**src/rtl/cmd_parser_if.sv**
```systemverilog
// Byte-in / operand-out channel bundle for cmd_parser.
// The slave modport is the parser's view. The master modport is the surrounding UART and ALU side.
interface cmd_parser_if;
  logic [7:0]  rx_data_i;
  logic        rx_valid_i;
  logic        rx_ready_o;
  logic [7:0]  opcode_o;
  logic        start_o;
  logic [32:0] operand_o;
  logic        operand_valid_o;
  logic        operand_ready_i;
  logic        operand_first_o;
  logic        operand_last_o;
  logic        done_o;
  logic        err_o;

  modport master (
    output rx_data_i, rx_valid_i, operand_ready_i,
    input  rx_ready_o, opcode_o, start_o, operand_o, operand_valid_o,
           operand_first_o, operand_last_o, done_o, err_o
  );

  modport slave (
    input  rx_data_i, rx_valid_i, operand_ready_i,
    output rx_ready_o, opcode_o, start_o, operand_o, operand_valid_o,
           operand_first_o, operand_last_o, done_o, err_o
  );
endinterface

```
**src/rtl/cmd_parser.sv**
```systemverilog
// Command packet parser. It validates a 4-byte header (opcode, reserved, length LSB, length MSB)
// and emits the payload as operands over a valid/ready handshake.
module cmd_parser #(
  parameter logic [15:0] MAX_LEN = 16'd1024
) (
  input logic         clk,
  input logic         rst,
  cmd_parser_if.slave bus
);
  typedef enum logic [2:0] {OPC, RSVD, LEN_LO, LEN_HI, PAYLOAD, EMIT, DRAIN} state_t;

  state_t      state_q, state_d;
  logic [7:0]  opcode_q, len_lo_q;
  logic [15:0] cnt_q, hdr_len, pay_len;
  logic [32:0] operand_q;
  logic [1:0]  byte_idx_q;
  logic        first_pend_q, valid_q, first_q, last_q, start_q, done_q, err_q;
  logic        rx_ready, rx_fire, op_fire, rule_ok, hdr_ok, word_done, cnt_last;

  always_ff @(posedge clk or posedge rst) begin
    if (rst) state_q <= OPC;
    else     state_q <= state_d;
  end

  always_comb begin
    rx_ready  = (state_q != EMIT);
    rx_fire   = rx_ready && bus.rx_valid_i;
    op_fire   = valid_q && bus.operand_ready_i;
    hdr_len   = {bus.rx_data_i, len_lo_q};
    pay_len   = hdr_len - 16'd4;
    cnt_last  = (cnt_q == 16'd1);
    word_done = (opcode_q == 8'hEC) || (byte_idx_q == 2'd3) || cnt_last;
    rule_ok   = 1'b0;
    case (opcode_q)
      8'hEC:        rule_ok = (pay_len >= 16'd1);
      8'hAD, 8'hAC: rule_ok = (pay_len >= 16'd4) && (pay_len[1:0] == 2'b00);
      8'hD1:        rule_ok = (pay_len == 16'd8);
      default:      rule_ok = 1'b1;
    endcase
    // A length below 4 wraps pay_len, so the lower bound must gate the opcode rules.
    hdr_ok  = (hdr_len >= 16'd4) && (hdr_len <= MAX_LEN) && rule_ok;
    state_d = state_q;
    case (state_q)
      OPC:     if (rx_fire) state_d = RSVD;
      RSVD:    if (rx_fire) state_d = LEN_LO;
      LEN_LO:  if (rx_fire) state_d = LEN_HI;
      LEN_HI: begin
        if (rx_fire) begin
          if (hdr_ok)                state_d = (pay_len == '0) ? OPC : PAYLOAD;
          else if (hdr_len > 16'd4)  state_d = DRAIN;
          else                       state_d = OPC;
        end
      end
      PAYLOAD: if (rx_fire && word_done) state_d = EMIT;
      EMIT:    if (op_fire) state_d = last_q ? OPC : PAYLOAD;
      DRAIN:   if (rx_fire && cnt_last) state_d = OPC;
      default: state_d = OPC;
    endcase
  end

  always_ff @(posedge clk or posedge rst) begin
    if (rst) begin
      opcode_q     <= '0;
      len_lo_q     <= '0;
      cnt_q        <= '0;
      operand_q    <= '0;
      byte_idx_q   <= '0;
      first_pend_q <= 1'b0;
      valid_q      <= 1'b0;
      first_q      <= 1'b0;
      last_q       <= 1'b0;
      start_q      <= 1'b0;
      done_q       <= 1'b0;
      err_q        <= 1'b0;
    end else begin
      start_q <= 1'b0;
      done_q  <= 1'b0;
      err_q   <= 1'b0;
      case (state_q)
        OPC:    if (rx_fire) opcode_q <= bus.rx_data_i;
        LEN_LO: if (rx_fire) len_lo_q <= bus.rx_data_i;
        LEN_HI: begin
          if (rx_fire) begin
            if (hdr_ok) begin
              start_q      <= 1'b1;
              cnt_q        <= pay_len;
              first_pend_q <= 1'b1;
              byte_idx_q   <= '0;
            end else begin
              err_q <= 1'b1;
              cnt_q <= (hdr_len > 16'd4) ? pay_len : '0;
            end
          end
        end
        PAYLOAD: begin
          if (rx_fire) begin
            cnt_q <= (cnt_q != '0) ? cnt_q - 16'd1 : cnt_q;
            // The first byte of a word clears the stale upper bytes of the previous word.
            if (byte_idx_q == 2'd0) operand_q <= {25'd0, bus.rx_data_i};
            else                    operand_q[{byte_idx_q, 3'b000} +: 8] <= bus.rx_data_i;
            byte_idx_q <= word_done ? 2'd0 : byte_idx_q + 2'd1;
            if (word_done) begin
              valid_q      <= 1'b1;
              first_q      <= first_pend_q;
              last_q       <= cnt_last;
              first_pend_q <= 1'b0;
            end
          end
        end
        EMIT: begin
          if (op_fire) begin
            valid_q <= 1'b0;
            first_q <= 1'b0;
            last_q  <= 1'b0;
            done_q  <= last_q;
          end
        end
        DRAIN: if (rx_fire) cnt_q <= (cnt_q != '0) ? cnt_q - 16'd1 : cnt_q;
        default: ;
      endcase
    end
  end

  assign bus.rx_ready_o      = rx_ready;
  assign bus.opcode_o        = opcode_q;
  assign bus.start_o         = start_q;
  assign bus.operand_o       = operand_q;
  assign bus.operand_valid_o = valid_q;
  assign bus.operand_first_o = first_q;
  assign bus.operand_last_o  = last_q;
  assign bus.done_o          = done_q;
  assign bus.err_o           = err_q;
endmodule

```
**src/flat_wrapper.sv**
```systemverilog
// flat-port wrapper written by rule: the top's interface ports become plain ports
module cmd_parser_flat 
#(
  parameter logic [15:0] MAX_LEN = 16'd1024
)
  (clk, rst, bus_rx_data_i, bus_rx_valid_i, bus_operand_ready_i, bus_rx_ready_o, bus_opcode_o, bus_start_o, bus_operand_o, bus_operand_valid_o, bus_operand_first_o, bus_operand_last_o, bus_done_o, bus_err_o);
  cmd_parser_if bus_i ();
  input logic clk;
  input logic rst;
  input wire logic [$bits(bus_i.rx_data_i)-1:0] bus_rx_data_i;
  input wire logic [$bits(bus_i.rx_valid_i)-1:0] bus_rx_valid_i;
  input wire logic [$bits(bus_i.operand_ready_i)-1:0] bus_operand_ready_i;
  output wire logic [$bits(bus_i.rx_ready_o)-1:0] bus_rx_ready_o;
  output wire logic [$bits(bus_i.opcode_o)-1:0] bus_opcode_o;
  output wire logic [$bits(bus_i.start_o)-1:0] bus_start_o;
  output wire logic [$bits(bus_i.operand_o)-1:0] bus_operand_o;
  output wire logic [$bits(bus_i.operand_valid_o)-1:0] bus_operand_valid_o;
  output wire logic [$bits(bus_i.operand_first_o)-1:0] bus_operand_first_o;
  output wire logic [$bits(bus_i.operand_last_o)-1:0] bus_operand_last_o;
  output wire logic [$bits(bus_i.done_o)-1:0] bus_done_o;
  output wire logic [$bits(bus_i.err_o)-1:0] bus_err_o;
  assign bus_i.rx_data_i = bus_rx_data_i;
  assign bus_i.rx_valid_i = bus_rx_valid_i;
  assign bus_i.operand_ready_i = bus_operand_ready_i;
  assign bus_rx_ready_o = bus_i.rx_ready_o;
  assign bus_opcode_o = bus_i.opcode_o;
  assign bus_start_o = bus_i.start_o;
  assign bus_operand_o = bus_i.operand_o;
  assign bus_operand_valid_o = bus_i.operand_valid_o;
  assign bus_operand_first_o = bus_i.operand_first_o;
  assign bus_operand_last_o = bus_i.operand_last_o;
  assign bus_done_o = bus_i.done_o;
  assign bus_err_o = bus_i.err_o;
  cmd_parser #(.MAX_LEN(MAX_LEN)) u_core (.clk(clk), .rst(rst), .bus(bus_i));
endmodule
```
**config.mk**
```make
export PLATFORM = sky130hd
export DESIGN_NAME = cmd_parser_flat
export DESIGN_NICKNAME = d
export VERILOG_FILES = /design/src/rtl/cmd_parser_if.sv /design/src/rtl/cmd_parser.sv /design/src/flat_wrapper.sv
export SDC_FILE = /design/constraint.sdc
export NUM_CORES = 1
export LEC_CHECK = 0
export BUFFER_PORTS_ARGS = -buffer_cell sky130_fd_sc_hd__buf_2
export CAP_MARGIN = 20
export CORE_MARGIN = 2
export CORE_UTILIZATION = 45
export DETAILED_ROUTE_END_ITERATION = 8
export PLACE_DENSITY = 0.67
export SLEW_MARGIN = 20
export SYNTH_ARGS = -nofsm -noshare
export SYNTH_HDL_FRONTEND = slang
export SYNTH_SLANG_ARGS = --single-unit
```
**constraint.sdc**
```tcl
create_clock -name clk -period 6 [get_ports clk]
set_input_delay 1.2 -clock clk [delete_from_list [all_inputs] [get_ports clk]]
set_output_delay 1.2 -clock clk [all_outputs]
set_load 0.02 [all_outputs]
```
=== Word-level counts from Yosys, hierarchy flattened ===
Cells that the tools add are included.

* Add/sub/neg operators: 4
* $lt $le $gt $ge: 5
* Equal/unequal tests: 26
* Shifts and indexed selects: 2
* Multiplexer cells: 49
* Reductions and logical operators: 27

{| class="wikitable"
|+ Operators by type and width
! operator !! number
|-
| $mux W16 || 5
|-
| $bwmux W33 || 1
|-
| $mux W3 || 11
|-
| $mux W33 || 1
|-
| $shift A8 B7 Y33 const A || 1
|-
| $shiftx A8 B7 Y33 || 1
|-
| $eq A8 B8 Y1 const B || 4
|-
| $ge A16 B3 Y1 const B || 2
|-
| $pmux W16 S2 || 1
|-
| $ne A2 B1 Y1 const B || 12
|-
| $pmux W3 S7 || 1
|-
| $mux W1 || 19
|-
| $eq A16 B1 Y1 const B || 1
|-
| $eq A16 B4 Y1 const B || 1
|-
| $ge A16 B1 Y1 const B || 1
|-
| $gt A16 B3 Y1 const B || 1
|-
| $le A16 B11 Y1 const B || 1
|-
| $logic_not A16 Y1 || 1
|-
| $reduce_bool A16 Y1 || 1
|-
| $sub A16 B1 Y16 const B || 1
|-
| $sub A16 B3 Y16 const B || 1
|-
| $reduce_and A4 Y1 || 3
|-
| $eq A3 B3 Y1 const B || 3
|-
| $mux W2 || 4
|-
| other kinds (18) || 35
|}

* Bits in registers: 77

=== Depth between registers and ports, before layout ===
* Depth in word-level cells: 8
* Gate-level depth with buffers: 11

=== Least setup slack after synthesis ===
Ideal clock, no wire load.

* Path kind: input -> register
* Start point: input port bus_rx_data_i[6]
* End point: register u_core.cnt_q[2]
* Setup time: 0.134 ns
* Arrival time: 3.340 ns
* Slack: 2.526 ns
* Stages: 10
* Buffers on the path: 2
* Path through: buf_2 -> or2_1 -> nor4bb_1 -> nand4_1 -> or3_4 -> o41ai_4 -> a31oi_4 -> o21ai_2 -> buf_6 -> o221ai_2

* Cells in the longest elaborated chain, start to end: 8

{| class="wikitable"
|+ Ends and longest elaborated chain
! element !! RTL line !! source
|-
| start: declaration || flat_wrapper.sv:10 || <nowiki>input wire logic [$bits(bus_i.rx_data_i)-1:0] bus_rx_data_i;</nowiki>
|-
| $sub A16 B3 Y16 || cmd_parser.sv:30 || <nowiki>pay_len = hdr_len - 16'd4;</nowiki>
|-
| $ge A16 B3 Y1 || cmd_parser.sv:36 || <nowiki>8'hAD, 8'hAC: rule_ok = (pay_len >= 16'd4) && (pay_len[1:0] == 2'b00);</nowiki>
|-
| $logic_and A1 B1 Y1 || cmd_parser.sv:36 ||
|-
| $pmux W1 S3 || cmd_parser.sv:34 || <nowiki>case (opcode_q)</nowiki>
|-
| $logic_and A1 B1 Y1 || cmd_parser.sv:41 || <nowiki>hdr_ok = (hdr_len >= 16'd4) && (hdr_len <= MAX_LEN) && rule_ok;</nowiki>
|-
| $mux W16 * || cmd_parser.sv:84 || <nowiki>if (hdr_ok) begin</nowiki>
|-
| $mux W16 * || cmd_parser.sv:83 || <nowiki>if (rx_fire) begin</nowiki>
|-
| $pmux W16 S2 * || cmd_parser.sv:79 || <nowiki>case (state_q)</nowiki>
|-
| end signal: assignment || cmd_parser.sv:86 || <nowiki>cnt_q <= pay_len;</nowiki>
|-
| end signal: assignment || cmd_parser.sv:91 || <nowiki>cnt_q <= (hdr_len > 16'd4) ? pay_len : '0;</nowiki>
|-
| end signal: assignment || cmd_parser.sv:97 || <nowiki>cnt_q <= (cnt_q != '0) ? cnt_q - 16'd1 : cnt_q;</nowiki>
|-
| end: declaration || cmd_parser.sv:14 || <nowiki>logic [15:0] cnt_q, hdr_len, pay_len;</nowiki>
|}

Mark *: on every way between the ends. The rest lies on a longest branch, timed or not. The select of a mux whose other input is x is not followed.
A chain may end at the register's enable or synchronous reset.

=== Worst setup path in the final report ===
* Start point: input port bus_rx_data_i[0]
* End point: register u_core.cnt_q[4]

The elaborated chain is that of the path after synthesis.

==> results.py <==
metrics = {
    "critical_path": {
        "timing.rr.start": "u_core.len_lo_q[2]",
        "startpoint": "bus_rx_data_i[0]",
        "r2r-end": "u_core.cnt_q[4]",
        "arrival_ns": 4.01,
        "crit_required_ns": 6.21,
        "critPathKind": "in2reg",
        "rr_worst_depth": 10,
        "r2r_setup_slack_ns": 2.34,
        "path_max_fanout": 14,
        "start_kind": "input pin",
        "endpoint_kind": "register",
    },
    "hold_path": {
        "min_path_cells": 2,
        "hp-start": "u_core.bus.operand_o[28]",
        "worst_hold_path.endpoint": "u_core.bus.operand_o[28]",
        "hp-class": "reg2reg",
    },
    "global_routing": {
        "grt_pass1_vias": 3477,
        "antenna_found_initial": 0,
        "grt_max_degree": 78,
        "grt-ovfl-total": 0,
        "grt_pass1_wl_um": 17400,
        "track_usage_pct": 21.7,
    },
    "clock_network": {
        "cts_made_buffers": 9,
        "hold_buffers": 0,
        "post-cts-setup-buffers": 0,
        "insertion_delay_ns": 0.35,
        "cts_sinks": 77,
        "cts_tree": "yes",
        "clockBufferDepth": 2,
        "clock-root-buffer": "clkbuf_8",
        "cts_resized": 0,
        "htree_levels": 3,
        "clk_pin_slew_worst_paths_ns": 0.08,
    },
    "route": {
        "postRouteAntennaNets": 0,
        "via_per_inst": 5.69,
        "firstDrtPassIters": 4,
        "wl_per_cell_um": 16.4,
        "vias": 3638,
        "first_iter_violations": 169,
        "drt_wl_total_um": 10500,
        "drcViolationCount": 0,
    },
    "sta": {
        "fin_crit_sh_pct": 63.2,
        "worst_slew_pin_slew_ns": 0.974,
        "rsz0062_at_grt": "no",
        "layout_min_cycle_time_ns": 3.79,
        "slew_headroom_pct": 35.1,
        "fin_ws_ns": 2.21,
        "final_hold_viol_count": 0,
        "setup_viol": 0,
        "max_clock_freq_mhz": 264,
        "fin_setup_tns_ns": 0,
        "slew_violations": 0,
        "skew_ns": 0.00951,
    },
    "pwr": {
        "powerDensity_mw_per_mm2": 446,
        "max-vdd-ir-drop_uv": 218,
        "power_leakage_uw": 0.00211,
    },
    "floorplanning": {
        "die_area_mm2": 0.0103,
        "ios": 60,
        "core_area_mm2": 0.00920,
        "die_h_um": 101,
        "rows": 35,
        "die_x_um": 101,
        "initial_core_util_pct": 46.3,
    },
    "flow_run": {
        "cap_viol_max_count": 0,
    },
    "synth": {
        "synth_nets": 500,
        "synth_top_area_share_pct": 45.2,
        "synth_warnings": 0,
        "synth_top_area_cell": "dfrtp_1",
        "synth.top_cells.by_count": "nand2_1, dfrtp_1, o21ai_0, nor2_1, clkbuf_1",
        "seq_area_frac_synth_pct": 45.2,
        "ys_types": 58,
        "dominantRegCellSynth": "dfrtp_1",
        "yosys-top-cells-area": "dfrtp_1, nand2_1, o21ai_0",
        "synth-edff-count": 0,
        "async_reset_ff_share_pct": 100,
        "syn_avg_cell_area_um2": 8.95,
        "ys_ff_latch": 77,
        "syn_inst": 476,
        "netlist_area_mm2": 0.00426,
        "synth_most_common_cell": "nand2_1",
    },
    "placed_design": {
        "placed_cell_area_mm2": 0.00460,
        "gp_congestion": 0.951,
        "dp.cells": 623,
        "dp_slack_ns": 1.85,
        "place_hpwl_um": 7460,
        "port_buffers": 59,
    },
    "final_layout": {
        "fillerInstances": 881,
        "seq_area_mm2": 0.00193,
        "drive_gt1_share_pct": 21.2,
        "multi_input_area_mm2": 0.00217,
        "fin_area_mm2": 0.00480,
        "nNetsFinal": 547,
        "antenna_cells": 0,
        "syn_to_final_growth_pct": 12.7,
        "fin_util_pct": 52.2,
        "fin_cells": 639,
    },
    "outcome": {
        "status": "finished clean",
    },
}
-- through the flow --
step | hold WS, ns | power (uW)
final | 0.479 | 2140
after global routing | 0.506 | 2310
after CTS | 0.485 | 2150
after detailed placement | 0.465 | 1740
after global placement | 0.457 | 1720
after floorplan | 0.465 | 1500
-- registers in the layout, summed over array words and instances (netlist names), 2 cells and up --
name,count
u_core.bus.operand_o,33
u_core.cnt_q,16
u_core.bus.opcode_o,8
u_core.len_lo_q,8
u_core.state_q,3
u_core.byte_idx_q,2
-- power by group --
| group | switching, uW | internal [uW] | total (uW) |
|---|---|---|---|
| clock network | 204 | 196 | 400 |
| registers | 188 | 674 | 862 |
| logic | 545 | 334 | 879 |
| total | 937 | 1200 | 2140 |
-- placed cells by master, fill, tap and decap left out, drive strengths merged, types with 6 or more instances in the layout --
| cell type | Yosys | routed |
|---|---|---|
| buf | 5 | 62 |
| nand2 | 99 | 99 |
| nor4 | 13 | 13 |
| inv | 13 | 15 |
| clkbuf | 21 | 10 |
| nor3 | 13 | 13 |
| or3 | 6 | 6 |
| nand2b | 11 | 11 |
| mux2 | 14 | 14 |
| xnor2 | 8 | 8 |
| dfrtp | 77 | 77 |
| a21oi | 17 | 17 |
| nor2 | 30 | 30 |
| o21ai | 63 | 63 |
| ha | 12 | 12 |
| nand3 | 13 | 13 |
-- cell families (layout without fill, tap and decap cells) --
| group | count (synthesis) | after routing | synth area share, % |
|---|---|---|---|
| DFF | 77 | 77 | 45.2 |
| AOI/OAI and AO/OA | 110 | 110 | 17.2 |
| muxes | 14 | 14 | 3.70 |
| and+or+nand+nor | 214 | 214 | 24.5 |
| adders and majority gates | 12 | 12 | 3.52 |
| buffers and inverters | 39 | 91 | 3.85 |
| xor gates and xnor gates | 10 | 10 | 2.06 |
-- area by class of cell --
class | count | share of cell area (%)
Clock buffer | 10 | 2.66
Clock inverter | 6 | 1.49
Timing Repair Buffer | 62 | 6.62
Sequential cell | 77 | 40.1
Multi-Input combinational cell | 360 | 45.2
Tap cell | 111 | 2.89
Inverter | 13 | 1.02
-- per-layer routing --
metal | track usage (%) | up-vias | share of wire, %
li1 | - | 1776 | -
met1 | 28.8 | 1716 | 45
met2 | 35.0 | 127 | 47
met3 | 5.31 | 19 | 5.9
met4 | 7.17 | 0 | 1.9
met5 | 0 | - | 0
-- worst max path at each step --
| stage | endpoint | depth (start not counted) |
|---|---|---|
| finish | u_core.cnt_q[4] | 9 |
| global route | u_core.cnt_q[4] | 9 |
| CTS | u_core.cnt_q[4] | 9 |
| detailed placement | u_core.cnt_q[4] | 9 |
| global placement | u_core.cnt_q[2] | 9 |
| floorplan | u_core.cnt_q[2] | 10 |
-- critical path: stages --
cell and delay [ns]:
buf_2 0.19, or4_4 0.56, o21ai_2 0.15, nand4_1 0.11, or3_4 0.44, o41ai_4 0.39
a31oi_4 0.19, o21ai_2 0.58, o221ai_1 0.19
Note: power is estimated with default switching activity, not from simulation.
